[src/rtl/i2c_txn_scheduler.sv]
// Round-robin transaction sequencer in front of a byte-level I2C master core.
// Splits each granted transaction into START / address / data / STOP commands.
module i2c_txn_scheduler #(
  parameter int NUM_REQ        = 4,
  parameter int I2C_ADDR_WIDTH = 7,
  parameter int I2C_DATA_WIDTH = 8,
  parameter int LEN_WIDTH      = 4,
  localparam int ID_W          = (NUM_REQ > 1) ? $clog2(NUM_REQ) : 1
) (
  input  logic                               clk_i,
  input  logic                               rst_n_i,
  input  logic [NUM_REQ-1:0]                 req_valid_i,
  output logic [NUM_REQ-1:0]                 req_ready_o,
  input  logic [NUM_REQ*I2C_ADDR_WIDTH-1:0]  req_addr_i,
  input  logic [NUM_REQ-1:0]                 req_op_i,
  input  logic [NUM_REQ*LEN_WIDTH-1:0]       req_len_i,
  input  logic [NUM_REQ-1:0]                 wr_valid_i,
  input  logic [NUM_REQ*I2C_DATA_WIDTH-1:0]  wr_data_i,
  output logic [NUM_REQ-1:0]                 wr_ready_o,
  output logic                               rd_valid_o,
  output logic [I2C_DATA_WIDTH-1:0]          rd_data_o,
  output logic                               rd_last_o,
  output logic [ID_W-1:0]                    gnt_id_o,
  output logic                               busy_o,
  output logic                               cmd_valid_o,
  input  logic                               cmd_ready_i,
  output logic [2:0]                         cmd_code_o,
  output logic [I2C_DATA_WIDTH-1:0]          cmd_wdata_o,
  input  logic                               rsp_valid_i,
  input  logic [1:0]                         rsp_status_i,
  input  logic [I2C_DATA_WIDTH-1:0]          rsp_rdata_i,
  output logic                               done_valid_o,
  output logic [1:0]                         done_status_o
);

  typedef enum logic [3:0] {
    IDLE, GRANT, START_CMD, START_WAIT, ADDR_CMD, ADDR_WAIT, WFETCH, WR_CMD,
    WR_WAIT, RD_CMD, RD_WAIT, STOP_CMD, STOP_WAIT, REPORT
  } state_t;

  localparam logic [2:0] C_WRITE = 3'b001, C_RACK = 3'b010, C_RNAK = 3'b011;
  localparam logic [2:0] C_START = 3'b100, C_STOP = 3'b101;
  localparam logic [1:0] ST_DONE = 2'b00, ST_NAK = 2'b01, ST_ARB = 2'b10, ST_ERR = 2'b11;
  localparam logic [ID_W-1:0] LAST_ID = ID_W'(NUM_REQ - 1);
  localparam logic [ID_W:0]   NREQ_W  = (ID_W+1)'(NUM_REQ);

  state_t                    state;
  logic [ID_W-1:0]           rr, gnt;
  logic [I2C_ADDR_WIDTH-1:0] addr_q;
  logic                      op_q;
  logic [LEN_WIDTH-1:0]      cnt;
  logic [1:0]                stat_q;

  logic [ID_W-1:0] next_ptr, arb_ptr, arb_id;
  logic [ID_W:0]   arb_j;
  logic            arb_found, in_wait;

  // REPORT arbitrates from the post-transaction pointer so a new grant can follow immediately
  always_comb begin
    next_ptr  = (gnt == LAST_ID) ? '0 : gnt + ID_W'(1);
    arb_ptr   = (state == REPORT) ? next_ptr : rr;
    arb_found = 1'b0;
    arb_id    = '0;
    arb_j     = '0;
    for (int i = 0; i < NUM_REQ; i++) begin
      arb_j = {1'b0, arb_ptr} + (ID_W+1)'(i);
      if (arb_j >= NREQ_W) arb_j = arb_j - NREQ_W;
      if (!arb_found && req_valid_i[arb_j[ID_W-1:0]]) begin
        arb_found = 1'b1;
        arb_id    = arb_j[ID_W-1:0];
      end
    end
    in_wait = (state == START_WAIT) || (state == ADDR_WAIT) || (state == WR_WAIT) ||
              (state == RD_WAIT) || (state == STOP_WAIT);
  end

  always_ff @(posedge clk_i or negedge rst_n_i) begin
    if (!rst_n_i) begin
      state <= IDLE;  rr <= '0;  gnt <= '0;
      addr_q <= '0;  op_q <= 1'b0;  cnt <= '0;  stat_q <= ST_DONE;
      req_ready_o <= '0;  wr_ready_o <= '0;
      rd_valid_o <= 1'b0;  rd_data_o <= '0;  rd_last_o <= 1'b0;
      gnt_id_o <= '0;  busy_o <= 1'b0;
      cmd_valid_o <= 1'b0;  cmd_code_o <= '0;  cmd_wdata_o <= '0;
      done_valid_o <= 1'b0;  done_status_o <= ST_DONE;
    end else begin
      req_ready_o  <= '0;
      rd_valid_o   <= 1'b0;
      rd_last_o    <= 1'b0;
      done_valid_o <= 1'b0;
      if (in_wait && rsp_valid_i && rsp_status_i != ST_DONE) begin
        // ARB_LOST means the bus is gone: no STOP; any other failure of STOP itself is an error
        if (rsp_status_i == ST_ARB || state == STOP_WAIT) begin
          done_valid_o  <= 1'b1;
          done_status_o <= (rsp_status_i == ST_ARB) ? ST_ARB : ST_ERR;
          state         <= REPORT;
        end else begin
          stat_q <= (rsp_status_i == ST_NAK && (state == ADDR_WAIT || state == WR_WAIT))
                    ? ST_NAK : ST_ERR;
          cmd_valid_o <= 1'b1;  cmd_code_o <= C_STOP;  state <= STOP_CMD;
        end
      end else begin
        case (state)
          IDLE, REPORT: begin
            if (state == REPORT) rr <= next_ptr;
            if (arb_found) begin
              gnt         <= arb_id;
              gnt_id_o    <= arb_id;
              busy_o      <= 1'b1;
              req_ready_o <= NUM_REQ'(1) << arb_id;
              state       <= GRANT;
            end else begin
              busy_o <= 1'b0;
              state  <= IDLE;
            end
          end
          GRANT: begin
            addr_q      <= req_addr_i[gnt*I2C_ADDR_WIDTH +: I2C_ADDR_WIDTH];
            op_q        <= req_op_i[gnt];
            cnt         <= req_len_i[gnt*LEN_WIDTH +: LEN_WIDTH];
            stat_q      <= ST_DONE;
            cmd_valid_o <= 1'b1;  cmd_code_o <= C_START;  state <= START_CMD;
          end
          START_CMD: if (cmd_ready_i) begin cmd_valid_o <= 1'b0; state <= START_WAIT; end
          ADDR_CMD:  if (cmd_ready_i) begin cmd_valid_o <= 1'b0; state <= ADDR_WAIT;  end
          WR_CMD:    if (cmd_ready_i) begin cmd_valid_o <= 1'b0; state <= WR_WAIT;    end
          RD_CMD:    if (cmd_ready_i) begin cmd_valid_o <= 1'b0; state <= RD_WAIT;    end
          STOP_CMD:  if (cmd_ready_i) begin cmd_valid_o <= 1'b0; state <= STOP_WAIT;  end
          START_WAIT: if (rsp_valid_i) begin
            cmd_valid_o <= 1'b1;  cmd_code_o <= C_WRITE;
            cmd_wdata_o <= I2C_DATA_WIDTH'({addr_q, op_q});
            state       <= ADDR_CMD;
          end
          ADDR_WAIT: if (rsp_valid_i) begin
            if (cnt == '0) begin
              cmd_valid_o <= 1'b1;  cmd_code_o <= C_STOP;  state <= STOP_CMD;
            end else if (!op_q) begin
              wr_ready_o <= NUM_REQ'(1) << gnt;  state <= WFETCH;
            end else begin
              cmd_valid_o <= 1'b1;
              cmd_code_o  <= (cnt == LEN_WIDTH'(1)) ? C_RNAK : C_RACK;
              state       <= RD_CMD;
            end
          end
          WFETCH: if (wr_valid_i[gnt]) begin
            wr_ready_o  <= '0;
            cmd_valid_o <= 1'b1;  cmd_code_o <= C_WRITE;
            cmd_wdata_o <= wr_data_i[gnt*I2C_DATA_WIDTH +: I2C_DATA_WIDTH];
            state       <= WR_CMD;
          end
          WR_WAIT: if (rsp_valid_i) begin
            cnt <= cnt - LEN_WIDTH'(1);
            if (cnt == LEN_WIDTH'(1)) begin
              cmd_valid_o <= 1'b1;  cmd_code_o <= C_STOP;  state <= STOP_CMD;
            end else begin
              wr_ready_o <= NUM_REQ'(1) << gnt;  state <= WFETCH;
            end
          end
          RD_WAIT: if (rsp_valid_i) begin
            rd_valid_o <= 1'b1;
            rd_data_o  <= rsp_rdata_i;
            rd_last_o  <= (cnt == LEN_WIDTH'(1));
            cnt        <= cnt - LEN_WIDTH'(1);
            cmd_valid_o <= 1'b1;
            if (cnt == LEN_WIDTH'(1)) begin
              cmd_code_o <= C_STOP;  state <= STOP_CMD;
            end else begin
              cmd_code_o <= (cnt == LEN_WIDTH'(2)) ? C_RNAK : C_RACK;
              state      <= RD_CMD;
            end
          end
          STOP_WAIT: if (rsp_valid_i) begin
            done_valid_o <= 1'b1;  done_status_o <= stat_q;  state <= REPORT;
          end
          default: state <= IDLE;
        endcase
      end
    end
  end

endmodule

[config.mk]
export PLATFORM = sky130hd
export DESIGN_NAME = i2c_txn_scheduler
export DESIGN_NICKNAME = d
export VERILOG_FILES = /design/src/rtl/i2c_txn_scheduler.sv
export SDC_FILE = /design/constraint.sdc
export NUM_CORES = 1
export LEC_CHECK = 0
export ABC_AREA = 0
export CAP_MARGIN = 20
export CORE_MARGIN = 4
export CORE_UTILIZATION = 46
export DETAILED_ROUTE_END_ITERATION = 10
export PLACE_DENSITY_LB_ADDON = 0.3
export SETUP_SLACK_MARGIN = 0.2
export SYNTH_ARGS = -nofsm -noshare
export SYNTH_HDL_FRONTEND = slang
export SYNTH_SLANG_ARGS = --single-unit
export TNS_END_PERCENT = 10
[constraint.sdc]
create_clock -name clk_i -period 2.6 [get_ports clk_i]
set_input_delay 0.39 -clock clk_i [delete_from_list [all_inputs] [get_ports clk_i]]
set_output_delay 0.39 -clock clk_i [all_outputs]
set_load 0.02 [all_outputs]
==> results of run 1 <==
## placed cells by master (no fill, tap or decap), drive strengths merged, types with 7 or more instances in the layout
| cell type | count |
|---|---|
| mux4 | 21 |
| nor3 | 7 |
| nor2 | 24 |
| nand3 | 8 |
| inv | 15 |
| buf | 26 |
| nor2b | 11 |
| nand2 | 31 |
| a21oi | 17 |
| ha | 7 |
| dfrtp | 56 |
| mux2i | 17 |
| mux2 | 19 |
| o21ai | 23 |
| clkdlybuf4s50 | 136 |
## worst max path at each step
| stage | to | start | depth (start not counted) | slack (ns) |
|---|---|---|---|---|
| after CTS | gnt_id_o[0] | gnt[0]$_DFFE_PN0P_ | 2 | 0.25 |
| after global routing | state[2]$_DFFE_PN0P_ | state[0]$_DFFE_PN0P_ | 6 | 0.16 |
| after global placement | wr_ready_o[1]$_DFFE_PN0P_ | rsp_status_i[1] | 6 | 0.26 |
| after detailed placement | cmd_wdata_o[5]$_DFFE_PN0P_ | rsp_status_i[1] | 6 | 0.15 |
| after floorplan | req_ready_o[0]$_DFF_PN0_ | gnt[0]$_DFFE_PN0P_ | 8 | 0.25 |
| final | gnt_id_o[0] | gnt[0]$_DFFE_PN0P_ | 2 | 0.27 |
## registers in the layout, indices dropped and copies added, names as in the netlist, 2 cells and up
name           count
rd_data_o          8
addr_q             7
cmd_code_o         3
state              4
wr_ready_o         4
cmd_wdata_o        8
gnt                2
req_ready_o        4
done_status_o      2
rr                 2
cnt                4
stat_q             2
## final cells by class
class	instances	area, um^2	area share
Multi-Input combinational cell	259	2265	0.4103
Timing Repair Buffer	162	1567	0.2838
Sequential cell	56	1401	0.2539
Tap cell	105	131.4	0.02380
Clock buffer	5	68.82	0.01247
Inverter	16	62.56	0.01134
Clock inverter	3	23.77	0.004307
## stage by stage
stage,std cells,hold WS (ns),utilization,power [W]
2_1_floorplan,355,0.09441,-,0.004020
3_3_place_gp,597,0.4577,0.6580,0.005060
3_5_place_dp,597,0.4659,0.6580,0.005140
4_1_cts,605,0.2288,0.6693,0.005643
5_1_grt,606,0.2706,0.6717,0.006052
6_report,606,0.2049,0.6717,0.005657
## worst max-delay path, stage by stage (launching register included)
cell and delay, ns:
dfrtp_1 0.51, buf_4 0.42, clkdlybuf4s50_1 0.68
## synth_stat cells, drive strengths merged (2+ instances only)
library cell,count
a21boi,4
a21oi,17
a22oi,3
a32oi,4
and2,2
and2b,2
and3,2
and4b,2
buf,21
clkbuf,3
dfrtp,56
ha,7
inv,15
mux2,19
mux2i,17
mux4,21
nand2,31
nand2b,2
nand3,8
nand3b,5
nor2,24
nor2b,11
nor3,7
nor3b,5
nor4,3
nor4bb,2
o2111ai,2
o211ai,4
o21a,2
o21ai,23
or3b,3
## cell families (layout without fill, tap and decap cells)
family                     after synthesis  in the layout
xor gates and xnor gates                 1              1
muxes                                   57             57
AOI/OAI and AO/OA                       78             78
adders and majority gates                7              7
buffers and inverters                   40            186
DFF                                     56             56
and+or+nand+nor                        116            116
## power groups by stage
stage / registers (W) / clock network, W / logic [W]
finish: 0.00163 / 0.000490 / 0.00354
global route: 0.00168 / 0.000531 / 0.00384
floorplan: 0.00170 / 0 / 0.00232
CTS: 0.00162 / 0.000502 / 0.00352
global placement: 0.00162 / 0 / 0.00344
detailed placement: 0.00163 / 0 / 0.00351
## repair_timing
action                                  4_1_cts  5_1_grt
endpoints found under the setup margin        0       16
setup buffers                                 0        1
endpoints found under the hold margin         0        0
## per-layer routing
layer,up-vias,routed length (um)
met5,-,0
met4,0,142
met3,10,946
met2,164,5216
met1,1626,4325
li1,1608,-
==> results.ini, run 1 <==
[run_status]
status=completed

[power]
ir_worst_vdd_v=0.0005385
p_sw_frac=0.4284
switching_power_w=0.002423
power_frac_clock=0.087
seqPwrFrac=0.288
internal-power_w=0.003234
p_per_area_nw_per_um2=1025
leakagePower_nw=2.274
power_frac_comb=0.626

[timing]
worst_pin_slew_ns=0.9290
worst_slew_margin_rel=0.3806
worst_slack_ns=0.2731
slew_viol_final=0
fin_tns_setup_ns=0
finalCritPeriodShare=0.8949
finalHoldViolCount=0
skew_ns=0.006929
period_needed_ns=2.327
rsz0062_at_grt=yes
setup_viol_count_final=0
max_clock_freq_mhz=429.8

[global_route]
overflow=0
globalRoute.busiestLayer=met2
grt_max_degree=42
grt_pass1_wl_mm=17.07
use_met3=0.05559
grtUsageTotal=0.2136
grt_use_met1=0.2759
grtUsageMet2=0.3581
grt_pass1_vias=3553
antenna_found_initial=0

[synthesis]
synth_fa_ha_area_frac=0.02257
ys_types=80
synth_ff_type=dfrtp_1
synthTopCellsByArea=dfrtp_1, mux4_2, mux2i_1, mux2_2, nand2_1
synth_top_area_share=0.3612
synth_edf_count=0
synth-compound-area-share=0.1454
async_reset_ff_frac=1.000
synth.avg_cell_area_um2=10.93
syn_inst=355
synth_area_um2=3880
synthMuxAreaShare=0.2257
synth_seq_area_share=0.3612
synth_top_family_by_area=multiplexers
synth_xor_area_frac=0.002257
synth-simple-area-share=0.1838
ys_warn_count=0
ys_ff_latch=56
synth_area_leader_cell=dfrtp_1
synth_nets=464

[cells_and_area]
drive_above_1_share=0.1896
fin_area_um2=5519
fill_cells=646
areaGrowthSynthToFinish_pct=42.24
final_nets=609
antenna_cells=0

[floorplan]
die_area_um2=9968
initial_core_util=0.4722
fp.dieW_um=99.84
fp.dieH_um=99.84
std_cell_rows=33
core_um2=8217
io-pin-count=138

[min_path]
worstHoldPathType=in2async

[critical_path]
reg2reg_setup_slack_ns=0.28
cp_max_fo=21
crit_path_end_kind=output port
critPathArrivalTime_ns=1.94
worstRegToRegCells=6
crit_required_ns=2.21
r2r-end=state[2]$_DFFE_PN0P_
critPathKind=reg2out
worstReg2RegStart=state[0]$_DFFE_PN0P_
critPathLaunchType=flip-flop

[place]
dp_hpwl_mm=8.403
gp_congestion=0.9359
placed_cell_area_um2=5406
pre_cts_slack_ns=0.1510
place.port_buffers=137

[drt]
wl_mm=10.63
via_per_inst=5.624
wl_per_cell_um=17.54
via_count=3408
antenna_left=0
drcViolationCount=0
firstDrtPassIters=5
drtIter0Drc=135

[clock_tree]
cts_tree=done
cts_root_buf=clkbuf_8
clk_pin_slew_ns=0.10
clock_sinks=56
clk_latency_ns=0.32
htreeDepth=2
hold_buffers=0
numCtsBuffers=5
cts_resized=0
cts_buffer_depth=2

[run]
drv_cap=0

No activity file was read; power rests on OpenSTA's default activity.
==> inputs of run 2 (changes only) <==
--- a/config.mk
+++ b/config.mk
@@ -10,9 +10,8 @@
 export CORE_MARGIN = 4
 export CORE_UTILIZATION = 46
 export DETAILED_ROUTE_END_ITERATION = 10
-export PLACE_DENSITY_LB_ADDON = 0.3
+export PLACE_DENSITY = 0.84
 export SETUP_SLACK_MARGIN = 0.2
 export SYNTH_ARGS = -nofsm -noshare
 export SYNTH_HDL_FRONTEND = slang
 export SYNTH_SLANG_ARGS = --single-unit
-export TNS_END_PERCENT = 10
==> results.ini, run 2 (same netlist as run 1, synthesis figures left out) <==
[timing]
worst_pin_slew_ns=0.6090
max_clock_freq_mhz=439.8
setup_viol_count_final=0
rsz0062_at_grt=no
worst_slack_ns=0.3263
period_needed_ns=2.274
finalHoldViolCount=0
skew_ns=0.009215
finalCritPeriodShare=0.8745
slew_viol_final=0
worst_slew_margin_rel=0.5940
fin_tns_setup_ns=0

[cells_and_area]
reg_top3=cmd_wdata_o: 8 flops, rd_data_o: 8 flops, addr_q: 7 flops
final_nets=609
layout_common_cells=clkdlybuf4s50_1, dfrtp_1, nand2_1, buf_4, nor2_1
stdcell_count=606
fin_area_um2=5515
antenna_cells=0
drive_above_1_share=0.1936
areaGrowthSynthToFinish_pct=42.15
final_common_cell=clkdlybuf4s50_1

[floorplan]
die_area_um2=9968
io-pin-count=138
fp.dieH_um=99.84
std_cell_rows=33
initial_core_util=0.4722
core_um2=8217
fp.dieW_um=99.84

[power]
p_per_area_nw_per_um2=1028
ir_worst_vdd_v=0.0005316
leakagePower_nw=2.272

[critical_path]
critPathArrivalTime_ns=2.48
critPathSlowestCell=dfrtp_1
critical_path.cell_chain=o21bai_1, a211oi_4, a311o_1, nand3_2, mux2_1
cp_max_fo=15
critPathLaunchType=flip-flop
critPathKind=reg2reg
worstSetupPathDepth=5
cp_slowest_stage_delay_ns=0.74
crit_path_end_kind=flip-flop
crit_required_ns=2.80
crit_buf_inv=0
cp_top_family=compound AO/OA/AOI/OAI gates
worstRegToRegCells=5

[clock_tree]
clk_latency_ns=0.32
hold_buffers=0
cts_tree=done
numCtsBuffers=5
cts_setup_buffers=0
htreeDepth=2
cts_buffer_depth=2
clk_pin_slew_ns=0.10
cts_root_buf=clkbuf_8
clock_sinks=56
cts_resized=0

[min_path]
worstHoldPathType=in2async

[place]
post-place-cells=598
placed_cell_area_um2=5414
dp_hpwl_mm=8.914
place.port_buffers=137
pre_cts_slack_ns=0.1622
gp_congestion=0.9409

[run_status]
status=completed

[global_route]
grtUsageTotal=0.2172
grt_pass1_wl_mm=17.28
antenna_found_initial=0
overflow=0
grt_max_degree=26
grt_pass1_vias=3638

[drt]
drtIter0Drc=199
drcViolationCount=0
via_count=3437
wl_mm=10.85
via_per_inst=5.672
antenna_left=0
wl_per_cell_um=17.91
firstDrtPassIters=4

[run]
drv_cap=0

## run 2: layout make-up
cell class	count	area (um^2)
fillers	591	2701
repair buffers	162	1558
inverters	16	62.56
flip-flops and latches	56	1404
well taps	105	131.4
clock inverters	3	26.28
multi-input cells	259	2265
clock buffers	5	68.82
## run 2: metal layers
layer,vias up,global-route usage,share of wire
li1,1608,-,-
met1,1677,0.2542,0.39
met2,143,0.3987,0.52
met3,9,0.05142,0.075
met4,0,0.05462,0.013
met5,-,0,0
## run 2: through the flow
step	total power (W)	util	hold slack, ns
after global placement	0.005068	0.6589	0.4196
final	0.005668	0.6712	0.04949
after global routing	0.006043	0.6712	0.08258
after detailed placement	0.005179	0.6589	0.4124
after CTS	0.005680	0.6705	0.06147
after floorplan	0.004020	-	0.09441
## run 2: path summary, 6_finish.rpt
check	start	endpoint	slack, ns
worst min-delay path	rst_n_i	done_status_o[0]$_DFFE_PN0P_	0.05
worst max-delay path	state[2]$_DFFE_PN0P_	cmd_code_o[0]$_DFFE_PN0P_	0.33
worst max register to register	state[2]$_DFFE_PN0P_	cmd_code_o[0]$_DFFE_PN0P_	0.33
min in group clk_i	rd_data_o[2]$_DFFE_PN0P_	rd_data_o[2]$_DFFE_PN0P_	0.48
worst min register to register	rd_data_o[2]$_DFFE_PN0P_	rd_data_o[2]$_DFFE_PN0P_	0.48
max in group asynchronous	rst_n_i	gnt[1]$_DFFE_PN0P_	1.92
## run 2: power breakdown
group,switching [W],internal [W],total (W)
Combinational,0.00174,0.00180,0.00354
Clock,0.000298,0.000196,0.000495
Sequential,0.000394,0.00124,0.00163
Total,0.00243,0.00324,0.00567
